==> src/rtl/alu_defs_pkg.sv <==
// Shared ALU definitions: multiplier FSM state encodings and
// multiply mode constants, also used by the ALU controller.
package alu_defs;

    typedef enum logic [1:0] {
        IDLE = 2'd0,
        RUN  = 2'd1,
        FIN  = 2'd2
    } state_t;

    localparam logic MUL_SIGNED   = 1'b1;
    localparam logic MUL_UNSIGNED = 1'b0;

endpackage

==> src/rtl/booth_step.sv <==
// One radix-2 Booth iteration: add/subtract M into the accumulator
// selected by P[1:0], then arithmetic right shift of all of P.
// Ports:
//   p       : in  current partial-product register {acc, q, q_-1}
//   m       : in  sign-extended multiplicand (WIDTH+1 bits)
//   p_next  : out P after the step
//   product : out low 2*WIDTH product bits taken from p_next
module booth_step #(
    parameter int WIDTH = 8
) (
    input  logic [2*WIDTH+3:0] p,
    input  logic [WIDTH:0]     m,
    output logic [2*WIDTH+3:0] p_next,
    output logic [2*WIDTH-1:0] product
);

    localparam int PW = 2 * WIDTH + 4;

    logic [WIDTH+1:0] acc;
    logic [WIDTH+1:0] mext;
    logic [WIDTH+1:0] sum;

    always_comb begin
        acc  = p[PW-1:WIDTH+2];
        mext = {m[WIDTH], m};
        case (p[1:0])
            2'b01:   sum = acc + mext;
            2'b10:   sum = acc - mext;
            default: sum = acc;
        endcase
        // shift {sum, q, q_-1} right by one, replicating the sign
        p_next  = {sum[WIDTH+1], sum, p[WIDTH+1:1]};
        // after the last step {acc, q} holds the full product
        product = p_next[2*WIDTH:1];
    end

endmodule

==> src/rtl/seq_booth_mul.sv <==
// Sequential radix-2 Booth multiplier with START/DONE handshake.
// Ports:
//   CLK, RESET (async, active high)
//   START, SIGNED_MODE, DATA1 (multiplicand), DATA2 (multiplier)
//   BUSY (RUN state), DONE (one-cycle pulse in FIN)
//   RESULT (2*WIDTH product), OVERFLOW (product exceeds WIDTH bits)
module seq_booth_mul
    import alu_defs::*;
#(
    parameter int WIDTH = 8
) (
    input  logic               CLK,
    input  logic               RESET,
    input  logic               START,
    input  logic               SIGNED_MODE,
    input  logic [WIDTH-1:0]   DATA1,
    input  logic [WIDTH-1:0]   DATA2,
    output logic               BUSY,
    output logic               DONE,
    output logic [2*WIDTH-1:0] RESULT,
    output logic               OVERFLOW
);

    localparam int PW = 2 * WIDTH + 4;
    localparam int CW = $clog2(WIDTH + 2);

    state_t state;
    state_t state_next;

    logic             capture;
    logic             last_step;
    logic             mode_q;
    logic [WIDTH:0]   m_q;
    logic [PW-1:0]    p_q;
    logic [PW-1:0]    p_next;
    logic [CW-1:0]    cnt;
    logic [2*WIDTH-1:0] product;
    logic             ovf_next;

    booth_step #(
        .WIDTH(WIDTH)
    ) u_step (
        .p       (p_q),
        .m       (m_q),
        .p_next  (p_next),
        .product (product)
    );

    always_ff @(posedge CLK or posedge RESET) begin
        if (RESET) state <= IDLE;
        else       state <= state_next;
    end

    always_comb begin
        state_next = state;
        capture    = 1'b0;
        last_step  = 1'b0;
        BUSY       = 1'b0;
        DONE       = 1'b0;
        case (state)
            IDLE: begin
                if (START) begin
                    capture    = 1'b1;
                    state_next = RUN;
                end
            end
            RUN: begin
                BUSY = 1'b1;
                if (cnt == CW'(WIDTH)) begin
                    last_step  = 1'b1;
                    state_next = FIN;
                end
            end
            FIN: begin
                DONE = 1'b1;
                if (START) begin
                    capture    = 1'b1;
                    state_next = RUN;
                end else begin
                    state_next = IDLE;
                end
            end
            default: state_next = IDLE;
        endcase
    end

    // signed: top WIDTH+1 bits must all equal the sign
    always_comb begin
        if (mode_q == MUL_SIGNED)
            ovf_next = !((&product[2*WIDTH-1:WIDTH-1]) ||
                         !(|product[2*WIDTH-1:WIDTH-1]));
        else
            ovf_next = |product[2*WIDTH-1:WIDTH];
    end

    always_ff @(posedge CLK or posedge RESET) begin
        if (RESET) begin
            m_q      <= '0;
            p_q      <= '0;
            cnt      <= '0;
            mode_q   <= 1'b0;
            RESULT   <= '0;
            OVERFLOW <= 1'b0;
        end else if (capture) begin
            m_q    <= {SIGNED_MODE & DATA1[WIDTH-1], DATA1};
            p_q    <= {{(WIDTH + 2){1'b0}},
                       SIGNED_MODE & DATA2[WIDTH-1],
                       DATA2, 1'b0};
            cnt    <= '0;
            mode_q <= SIGNED_MODE;
        end else if (state == RUN) begin
            p_q <= p_next;
            cnt <= cnt + CW'(1);
            if (last_step) begin
                RESULT   <= product;
                OVERFLOW <= ovf_next;
            end
        end
    end

endmodule

==> config.mk <==
export PLATFORM = sky130hd
export DESIGN_NAME = seq_booth_mul
export DESIGN_NICKNAME = d
export VERILOG_FILES = /design/src/rtl/alu_defs_pkg.sv /design/src/rtl/booth_step.sv /design/src/rtl/seq_booth_mul.sv
export SDC_FILE = /design/constraint.sdc
export NUM_CORES = 1
export LEC_CHECK = 0
export ABC_CLOCK_PERIOD_IN_PS = 3440
export BUFFER_PORTS_ARGS = -buffer_cell sky130_fd_sc_hd__buf_2
export CAP_MARGIN = 20
export CORE_ASPECT_RATIO = 1.4
export CORE_MARGIN = 2
export CORE_UTILIZATION = 57
export CTS_CLUSTER_DIAMETER = 40
export DETAILED_ROUTE_END_ITERATION = 10
export PLACE_DENSITY = 0.84
export SKIP_CTS_REPAIR_TIMING = 1
export SLEW_MARGIN = 20
export SYNTH_ARGS = -nofsm -noshare
export SYNTH_HDL_FRONTEND = slang
export SYNTH_SLANG_ARGS = --single-unit
==> constraint.sdc <==
create_clock -name CLK -period 3.44 [get_ports CLK]
set_clock_uncertainty 0.05 [all_clocks]
set_input_delay 0.172 -clock CLK [delete_from_list [all_inputs] [get_ports CLK]]
set_output_delay 0.172 -clock CLK [all_outputs]
set_load 0.05 [all_outputs]
==> results of run 1 <==
-- placed cells by master, fill, tap and decap left out, types with 2 or more instances in the layout --
master	n
dfrtp_1	52
o21a_1	5
a211oi_1	4
o211ai_1	2
o21ai_0	13
and3_1	2
a21oi_1	16
clkinv_2	2
nor2_1	17
nand2b_1	2
clkbuf_8	5
a22oi_1	8
inv_1	8
mux2_2	12
nand2_1	56
nor3_1	6
a31oi_1	2
xnor2_1	10
nand3_1	7
mux2i_1	4
ha_1	13
nor2b_1	4
a22o_1	3
o31a_1	3
xor2_1	2
buf_4	5
buf_2	38
-- cells by family (layout without fill, tap and decap cells) --
logic type	Yosys count	in the layout	share of synthesized area
adder cells (fa/ha/maj)	14	14	0.06628
buffers and inverters	23	60	0.03313
AND/OR/NAND/NOR	104	104	0.1761
multiplexers	16	16	0.06355
AO/OA/AOI/OAI	63	63	0.1507
XOR/XNOR	12	12	0.03813
flip-flops	52	52	0.4721
-- worst max-delay path, cell delays in order (launching register included) --
cell      delay, ps
dfrtp_1         390
inv_1            60
ha_1            330
mux2_2          410
inv_1            70
ha_1            230
nor2b_1         150
o21a_1          180
o21a_1          180
o31a_1          270
or3_1           350
nor4_1          180
a211oi_1        120
-- layout make-up --
cell class                 instances  area, sq um  area share
tap                               62        77.57     0.02510
timing repair buffer              43        227.7     0.07368
clock buffer                       5        68.82     0.02227
sequential                        52         1301      0.4211
multi-input combinational        209         1364      0.4413
inverter                          10        38.79     0.01255
clock inverter                     2        12.51    0.004049
-- metal layers --
metal  up-vias  part of all wire  global-route usage
met4         0             0.028              0.1111
met2        29              0.53              0.4135
met3        14             0.028             0.04416
li1       1058                 -                   -
met5         -                 0                   0
met1      1057              0.41              0.2587
-- path summary, 6_finish.rpt --
kind / endpoint / slack, ps
setup / recovery: OVERFLOW / 360
hold reg to reg: cnt[3] / 460
setup reg to reg: OVERFLOW / 360
hold / removal: RESULT[0] / -50
min in group CLK: m_q[3] / 0
max in group asynchronous: cnt[2] / 2860
-- per-stage QoR --
step / worst slack [ps] / util / cell area [sq um] / hold slack, ps
final: 356.3 / 0.6706 / 3090 / -46.57
after global routing: 217.2 / 0.6706 / 3090 / 1.529
after CTS: 363.2 / 0.6704 / 3089 / -6.475
after detailed placement: 402.3 / 0.6527 / 3008 / 315.4
after global placement: 495.9 / 0.6527 / 3008 / 313.3
after floorplan: 502.0 / - / 2756 / 227.4
-- synthesized netlist by cell type (3+ instances only) --
| cell | count | area (sq um) |
|---|---|---|
| xnor2_1 | 10 | 87.58 |
| ha_1 | 13 | 162.7 |
| mux2_2 | 12 | 135.1 |
| mux2i_1 | 4 | 40.04 |
| o21ai_0 | 13 | 65.06 |
| inv_1 | 9 | 33.78 |
| nor2b_1 | 4 | 25.02 |
| nand2_1 | 56 | 210.2 |
| o21a_1 | 5 | 37.54 |
| nor2_1 | 17 | 63.81 |
| a211oi_1 | 4 | 30.03 |
| buf_2 | 4 | 20.02 |
| o31a_1 | 3 | 26.28 |
| a22o_1 | 3 | 26.28 |
| nand3_1 | 7 | 35.03 |
| nor3_1 | 6 | 30.03 |
| a21oi_1 | 16 | 80.08 |
| dfrtp_1 | 52 | 1301 |
| a22oi_1 | 8 | 60.06 |
| clkbuf_1 | 8 | 30.03 |
-- state kept, by name (all words and copies together), names as in the netlist --
signal and flops:
OVERFLOW 1, state 2, RESULT 16, cnt 4
p_q 19, mode_q 1, m_q 9
==> results by group, run 1 <==
Status
  • Status: finished, violations left
  • Violated checks: negative hold slack

Logic synthesis
  • Post-Syn Area: 2756 sq um
  • EDFF count, synth: 0
  • Yosys warns: 0
  • Syn nets: 318
  • Seq/Total Area, Yosys: 0.4721
  • Yosys reg bits: 52
  • Avg Inst Size Synth: just under 10 sq um
  • Yosys cell types: 45
  • Async SR Flop Fraction: 1.000
  • Synth Instances: about 280
  • Top FF cell, synth: dfrtp_1

Routing
  • DRC viols: 0
  • Drt total wl: 5706 um
  • Vias/cell: ~5.6
  • Antenna-violating nets left: 0
  • DR vias: between 2000 and 2500
  • DRT Pass-1 Iters: 4
  • Starting DRT DRC Count: 75
  • Per-cell routed wire length: about 15 um

Clocking
  • TritonCTS Buffers: 5
  • Worst-Skew Late Latency: 310 ps
  • CTS tree: yes
  • Clk sink count: 52
  • CTS clk-pin slew, worst paths: approximately 90 ps
  • Clock Tree Root: clkbuf_8
  • Clock Tree Buf Depth: 2
  • H-Tree Depth: 2

Floorplan
  • Core ar.: between 4000 and 5000 sq um
  • Ports: 39
  • Die height: about 86 um
  • Row count: 29
  • Die width: roughly 63 um
  • Starting Density: 0.5982
  • Die ar.: around 5400 sq um

Place
  • Port Buf Inserts: 38
  • Placed cell count: about 380
  • Detailed placer's ending HPWL: ~4000 um
  • Gpl congestion: 0.8423

GRT
  • Total track usage: 0.2285
  • Initial antenna violation count: 0
  • Total grt overflow: 0
  • Largest net degree at the start of global routing: 53
  • Number of global-route vias before repair: 2209
  • First-pass GRT wire length: between 9000 and 10000 um

Layout
  • Total Nets Final: around 360
  • Area Growth Syn to Fin: 12.12%
  • Fillers: roughly 370
  • Layout cells sized above 1: 0.2150
  • Final Non-Filler Cells: roughly 380
  • Ant. Diodes: 0

STA
  • Fin Hold WS: -46.57 ps
  • RSZ-0062 raised after global routing: no
  • Worst slew margin: 0.4163
  • Fmax: 324.3 MHz
  • Post-layout minimum cycle time: roughly 3100 ps
  • Worst-Margin Slew: 874.6 ps
  • Final Cycle Share: 0.8964
  • Fin. max-slew vios: 0
  • Setup violators final: 0
  • Fin Setup TNS: 0 ps
  • Final hold violations: 54

Critical path
  • Crit path arrival time: between 3000 and 4000 ps
  • Startpoint Class: flop
  • Largest fanout on the critical path: 10
  • Endpoint class of the critical path: flop
  • Worst Reg2Reg Path Length in Cells: 12
  • Crit Reg-Reg Startpoint: p_q[0]
  • Setup crit start: p_q[0]
  • Worst Setup Path Type: flop to flop
  • Worst path required time: 3580 ps

Worst hold path
  • Hold Path Class: input pin to async pin

Job
  • Max-cap violations: 0
Power of run 1 is not shown: default switching activity piles up to over one toggle a cycle in this logic, so the estimate is an artifact.
==> inputs of run 2 (changes only) <==
Settings changed: CELL_PAD_IN_SITES_DETAIL_PLACEMENT set to 1, CELL_PAD_IN_SITES_GLOBAL_PLACEMENT set to 1, CORE_MARGIN 2 to not set, CORE_UTILIZATION 57 to 44.
==> run 2 against run 1 <==
The flow still finishes with violations (negative hold slack). Via count grew 2.7%. Register-to-register slack lost 70 ps. Setup slack lost 70 ps. Critical path type unchanged. Critical endpoint unchanged. Largest cell class unchanged.
==> results by group, run 2 (synthesized netlist as in run 1, its figures left out) <==
Critical path
  • Buf+Inv Stages, Crit Path: 2
  • Critical Path Max Stage Delay: between 400 and 500 ps
  • Worst reg-to-reg setup slack: about 290 ps
  • Worst Setup Path Type: flop to flop
  • Crit path arrival time: approximately 3300 ps
  • Worst path required time: 3580 ps
  • Startpoint Class: flop
  • Endpoint class of the critical path: flop
  • CP max-delay cell: mux2_2
  • Largest fanout on the critical path: 10
  • Top Family by Delay on Critical Path: compound AO/OA/AOI/OAI gates
  • Critical path cell sequence: inv_1 -> ha_1 -> mux2_2 -> inv_1 -> ha_1 -> nor2b_1 -> o21a_1 -> o21a_1 -> o31a_1 -> or3_1 -> nor4_1 -> a211oi_1

Layout
  • Max reg flops: 19
  • Commonest cells after routing, fill and taps aside: nand2_1 (56), dfrtp_1 (52), buf_2 (38), nor2_1 (17), a21oi_1 (16)
  • Area Growth Syn to Fin: 13.44%
  • Largest regs: p_q x19, RESULT x16, m_q x9
  • Total Nets Final: ~360
  • Reg with most FFs: p_q
  • Ant. Diodes: 0
  • Layout cells sized above 1: 0.2191
  • Commonest non-fill, non-tap cell in the layout: nand2_1

Place
  • Port Buf Inserts: 38
  • Gpl congestion: approximately 0.87
  • Detailed placer's ending HPWL: between 4000 and 5000 um

Floorplan
  • Die width: roughly 70 um
  • Die ar.: around 6600 sq um
  • Core ar.: 5946 sq um
  • Ports: 39
  • Row count: 33
  • Die height: between 90 and 100 um
  • Starting Density: 0.4636

GRT
  • Initial antenna violation count: 0
  • First-pass GRT wire length: between 10000 and 15000 um
  • Largest net degree at the start of global routing: 38
  • Number of global-route vias before repair: 2406
  • Total grt overflow: 0
  • Total track usage: 0.2390

STA
  • Fin Hold WS: -35.80 ps
  • Final Cycle Share: 0.9168
  • RSZ-0062 raised after global routing: no
  • Post-layout minimum cycle time: around 3200 ps
  • Fin. max-slew vios: 0
  • Fmax: 317.1 MHz
  • Worst slew margin: 0.4540
  • Worst-Margin Slew: 817.9 ps
  • Fin Setup TNS: 0 ps
  • Final hold violations: 40
  • Setup violators final: 0

Routing
  • Drt total wl: about 6800 um
  • DRC viols: 0
  • Vias/cell: around 5.6
  • DRT Pass-1 Iters: 4
  • Antenna-violating nets left: 0
  • Per-cell routed wire length: 17.20 um
  • DR vias: 2216
  • Starting DRT DRC Count: 77

Clocking
  • H-Tree Depth: 2
  • CTS tree: yes
  • Worst-Skew Late Latency: slightly above 300 ps
  • Clock Tree Buf Depth: 2
  • CTS clk-pin slew, worst paths: ~90 ps
  • Clock Tree Root: clkbuf_8
  • TritonCTS Buffers: 5
  • Clk sink count: 52

Status
  • Violated checks: negative hold slack
  • Status: finished, violations left

Worst hold path
  • Hold Path Class: input pin to async pin

Job
  • Max-cap violations: 0
==> run 2: changes by cell type in the layout (fill, tap and decap cells not counted), sizes merged <==
cell and delta:
buf +2, clkbuf +2, inv +1, clkinv -2
==> run 2: path summary, 6_finish.rpt <==
path                                from        end  cells past startpoint
worst max-delay path              p_q[0]   OVERFLOW                     12
worst min-delay path               RESET   state[1]                      2
worst max register to register    p_q[0]   OVERFLOW                     12
worst min register to register    p_q[3]     p_q[3]                      2
max in group asynchronous          RESET  RESULT[6]                      3
min in group CLK                DATA1[5]     m_q[5]                      3
==> run 2: routing by layer <==
layer / part of all wire / vias up / wire, um / track usage
li1: - / 1063 / - / -
met1: 0.41 / 1106 / 2763 / 0.2738
met2: 0.54 / 30 / 3689 / 0.4248
met3: 0.019 / 17 / 128 / 0.03828
met4: 0.028 / 0 / 193 / 0.1020
met5: 0 / - / 0 / 0
==> run 2: final cells by class <==
cell class | instances | area, sq um
Fill cell | 720 | 2819
Multi-Input combinational cell | 209 | 1364
Sequential cell | 52 | 1301
Timing Repair Buffer | 45 | 242.7
Tap cell | 70 | 87.58
Clock buffer | 7 | 86.33
Inverter | 10 | 37.54
Clock inverter | 1 | 7.507
==> run 2: through the flow <==
stage,instance area [sq um],worst slack [ps],utilization,hold slack (ps),cells
floorplan,2756,502.0,-,227.4,284
global placement,3033,483.8,0.5101,311.3,386
detailed placement,3033,347.0,0.5101,316.6,386
CTS,3127,274.3,0.5259,-12.45,394
global route,3127,49.25,0.5259,13.34,394
finish,3127,286.1,0.5259,-35.80,394
Power of run 2 is left out for the same reason.
==> inputs of run 3 (changes only) <==
Settings changed: CORE_ASPECT_RATIO 1.4 to not set.
==> run 3 against run 2 <==
Critical path type unchanged. Cell count is 2.0% higher. Critical endpoint unchanged. Sequential share of layout area is 0.78 points lower. Design area up 1.9%. Flip-flop and latch count unchanged. Global-route usage down 0.63 points. Register-to-register slack got worse by 20 ps. The run still ends with negative hold slack left.
==> results by group, run 3 (synthesized netlist as in run 1, its figures left out) <==
Layout
  • Fillers: 700
  • Largest regs: p_q x19, RESULT x16, m_q x9
  • Reg with most FFs: p_q
  • Commonest cells after routing, fill and taps aside: nand2_1 (56), dfrtp_1 (52), buf_2 (38), nor2_1 (17), a21oi_1 (16)
  • Layout cells sized above 1: 0.2171
  • Util after Layout: 0.5320
  • Ant. Diodes: 0
  • Commonest non-fill, non-tap cell in the layout: nand2_1
  • Total Nets Final: 360
  • Max reg flops: 19
  • Area Growth Syn to Fin: 15.62%

GRT
  • Global route hottest layer: met2
  • M3 GR Usage: 0.04382
  • Initial antenna violation count: 0
  • Met2 Usage GRT: 0.4134
  • Largest net degree at the start of global routing: 33
  • Number of global-route vias before repair: 2461
  • First-pass GRT wire length: 11500 um
  • Total grt overflow: 0
  • M1 GR Usage: 0.2807
  • Total track usage: 0.2327

Critical path
  • Worst reg-to-reg setup slack: about 270 ps
  • Setup crit end: OVERFLOW
  • CP max-delay cell: dfrtp_1
  • Startpoint Class: flop
  • Worst Reg2Reg Path Length in Cells: 12
  • Worst path required time: between 3000 and 4000 ps
  • Crit Reg-Reg Startpoint: p_q[0]
  • Critical Path Max Stage Delay: a little over 400 ps
  • Worst Setup Path Type: flop to flop
  • Endpoint class of the critical path: flop
  • Largest fanout on the critical path: 10
  • Setup crit start: p_q[0]
  • Reg2reg end: OVERFLOW
  • Critical path cell sequence: inv_1 -> ha_1 -> mux2_2 -> inv_1 -> ha_1 -> nor2b_1 -> o21a_1 -> o21a_1 -> o31a_1 -> or3_1 -> nor4_1 -> a211oi_1
  • Crit path arrival time: 3310 ps

Routing
  • Drt total wl: roughly 7000 um
  • DRC viols: 0
  • Per-cell routed wire length: between 15 and 20 um
  • Antenna-violating nets left: 0
  • DR vias: approximately 2200
  • DRT Pass-1 Iters: 4
  • Starting DRT DRC Count: around 140
  • Vias/cell: between 5 and 6

Floorplan
  • Starting Density: 0.4601
  • Die height: about 81 um
  • Die ar.: about 6600 sq um
  • Row count: 28
  • Die width: 81.15 um
  • Core ar.: ~6000 sq um
  • Ports: 39

STA
  • Worst-Margin Slew: roughly 750 ps
  • Final hold violations: 2
  • Setup violators final: 0
  • Fin Hold WS: -16.64 ps
  • Fmax: 315.5 MHz
  • Fin Setup TNS: 0 ps
  • Post-layout minimum cycle time: between 3000 and 4000 ps
  • Final WS setup: 270.9 ps
  • Fin. max-slew vios: 0
  • Worst slew margin: 0.4989
  • Final Cycle Share: 0.9213
  • RSZ-0062 raised after global routing: no

Clocking
  • TritonCTS Buffers: 5
  • CTS tree: yes
  • Clock Tree Root: clkbuf_8
  • CTS clk-pin slew, worst paths: 110 ps
  • Clk sink count: 52
  • H-Tree Depth: 2
  • Clock Tree Buf Depth: 2
  • Worst-Skew Late Latency: 320 ps

Status
  • Violated checks: negative hold slack
  • Status: finished, violations left

Worst hold path
  • Hold Path Class: input pin to flop
  • HP Start: DATA1[4]

Place
  • Pre-CTS WS: approximately 330 ps
  • Detailed placer's ending HPWL: between 4000 and 5000 um
  • Port Buf Inserts: 38
  • Gpl congestion: between 0.8 and 0.9

Job
  • Max-cap violations: 0
==> run 3: changes by cell type in the layout (fill, tap and decap cells not counted) <==
cell           delta
inv_6             +2
buf_4             -2
clkbuf_1          -1
buf_16            +1
clkinvlp_4        -1
dlygate4sd3_1     +4
clkbuf_8          -1
clkinv_4          +1
==> run 3: cell type report <==
type / instances / area, sq um / share of cell area
inverter: 10 / 37.54 / 0.01178
tap: 75 / 93.84 / 0.02945
multi-input combinational: 209 / 1364 / 0.4280
sequential: 52 / 1301 / 0.4083
timing repair buffer: 48 / 295.3 / 0.09266
clock inverter: 3 / 26.28 / 0.008245
clock buffer: 5 / 68.82 / 0.02159
==> run 3: worst min-delay path by stage <==
stage / end / depth (start not counted) / slack, ps
after floorplan: m_q[2] / 2 / 230
after global placement: m_q[4] / 3 / 310
after detailed placement: cnt[1] / 2 / 300
after CTS: RESULT[7] / 2 / -60
after global routing: m_q[2] / 3 / 7
final: m_q[4] / 3 / -20
==> run 3: layer usage <==
metal / vias up / wire length (um)
met3: 13 / 189
met2: 34 / 3544
met5: - / 0
met1: 1125 / 3030
met4: 0 / 129
li1: 1066 / -
==> run 3: through the flow <==
| step | cell area, sq um | cells |
|---|---|---|
| 2_1_floorplan | 2756 | 284 |
| 3_3_place_gp | 3024 | 389 |
| 3_5_place_dp | 3052 | 390 |
| 4_1_cts | 3147 | 398 |
| 5_1_grt | 3187 | 402 |
| 6_report | 3187 | 402 |
==> run 3: worst max-delay path: cells and delay by family, from the launching register on <==
kind	cells	cell delay, ps
buffers and inverters	2	130
AND/OR/NAND/NOR	3	720
AO/OA/AOI/OAI	4	760
flip-flops	1	410
multiplexers	1	410
adder cells (fa/ha/maj)	2	560
Power of run 3 is left out for the same reason.
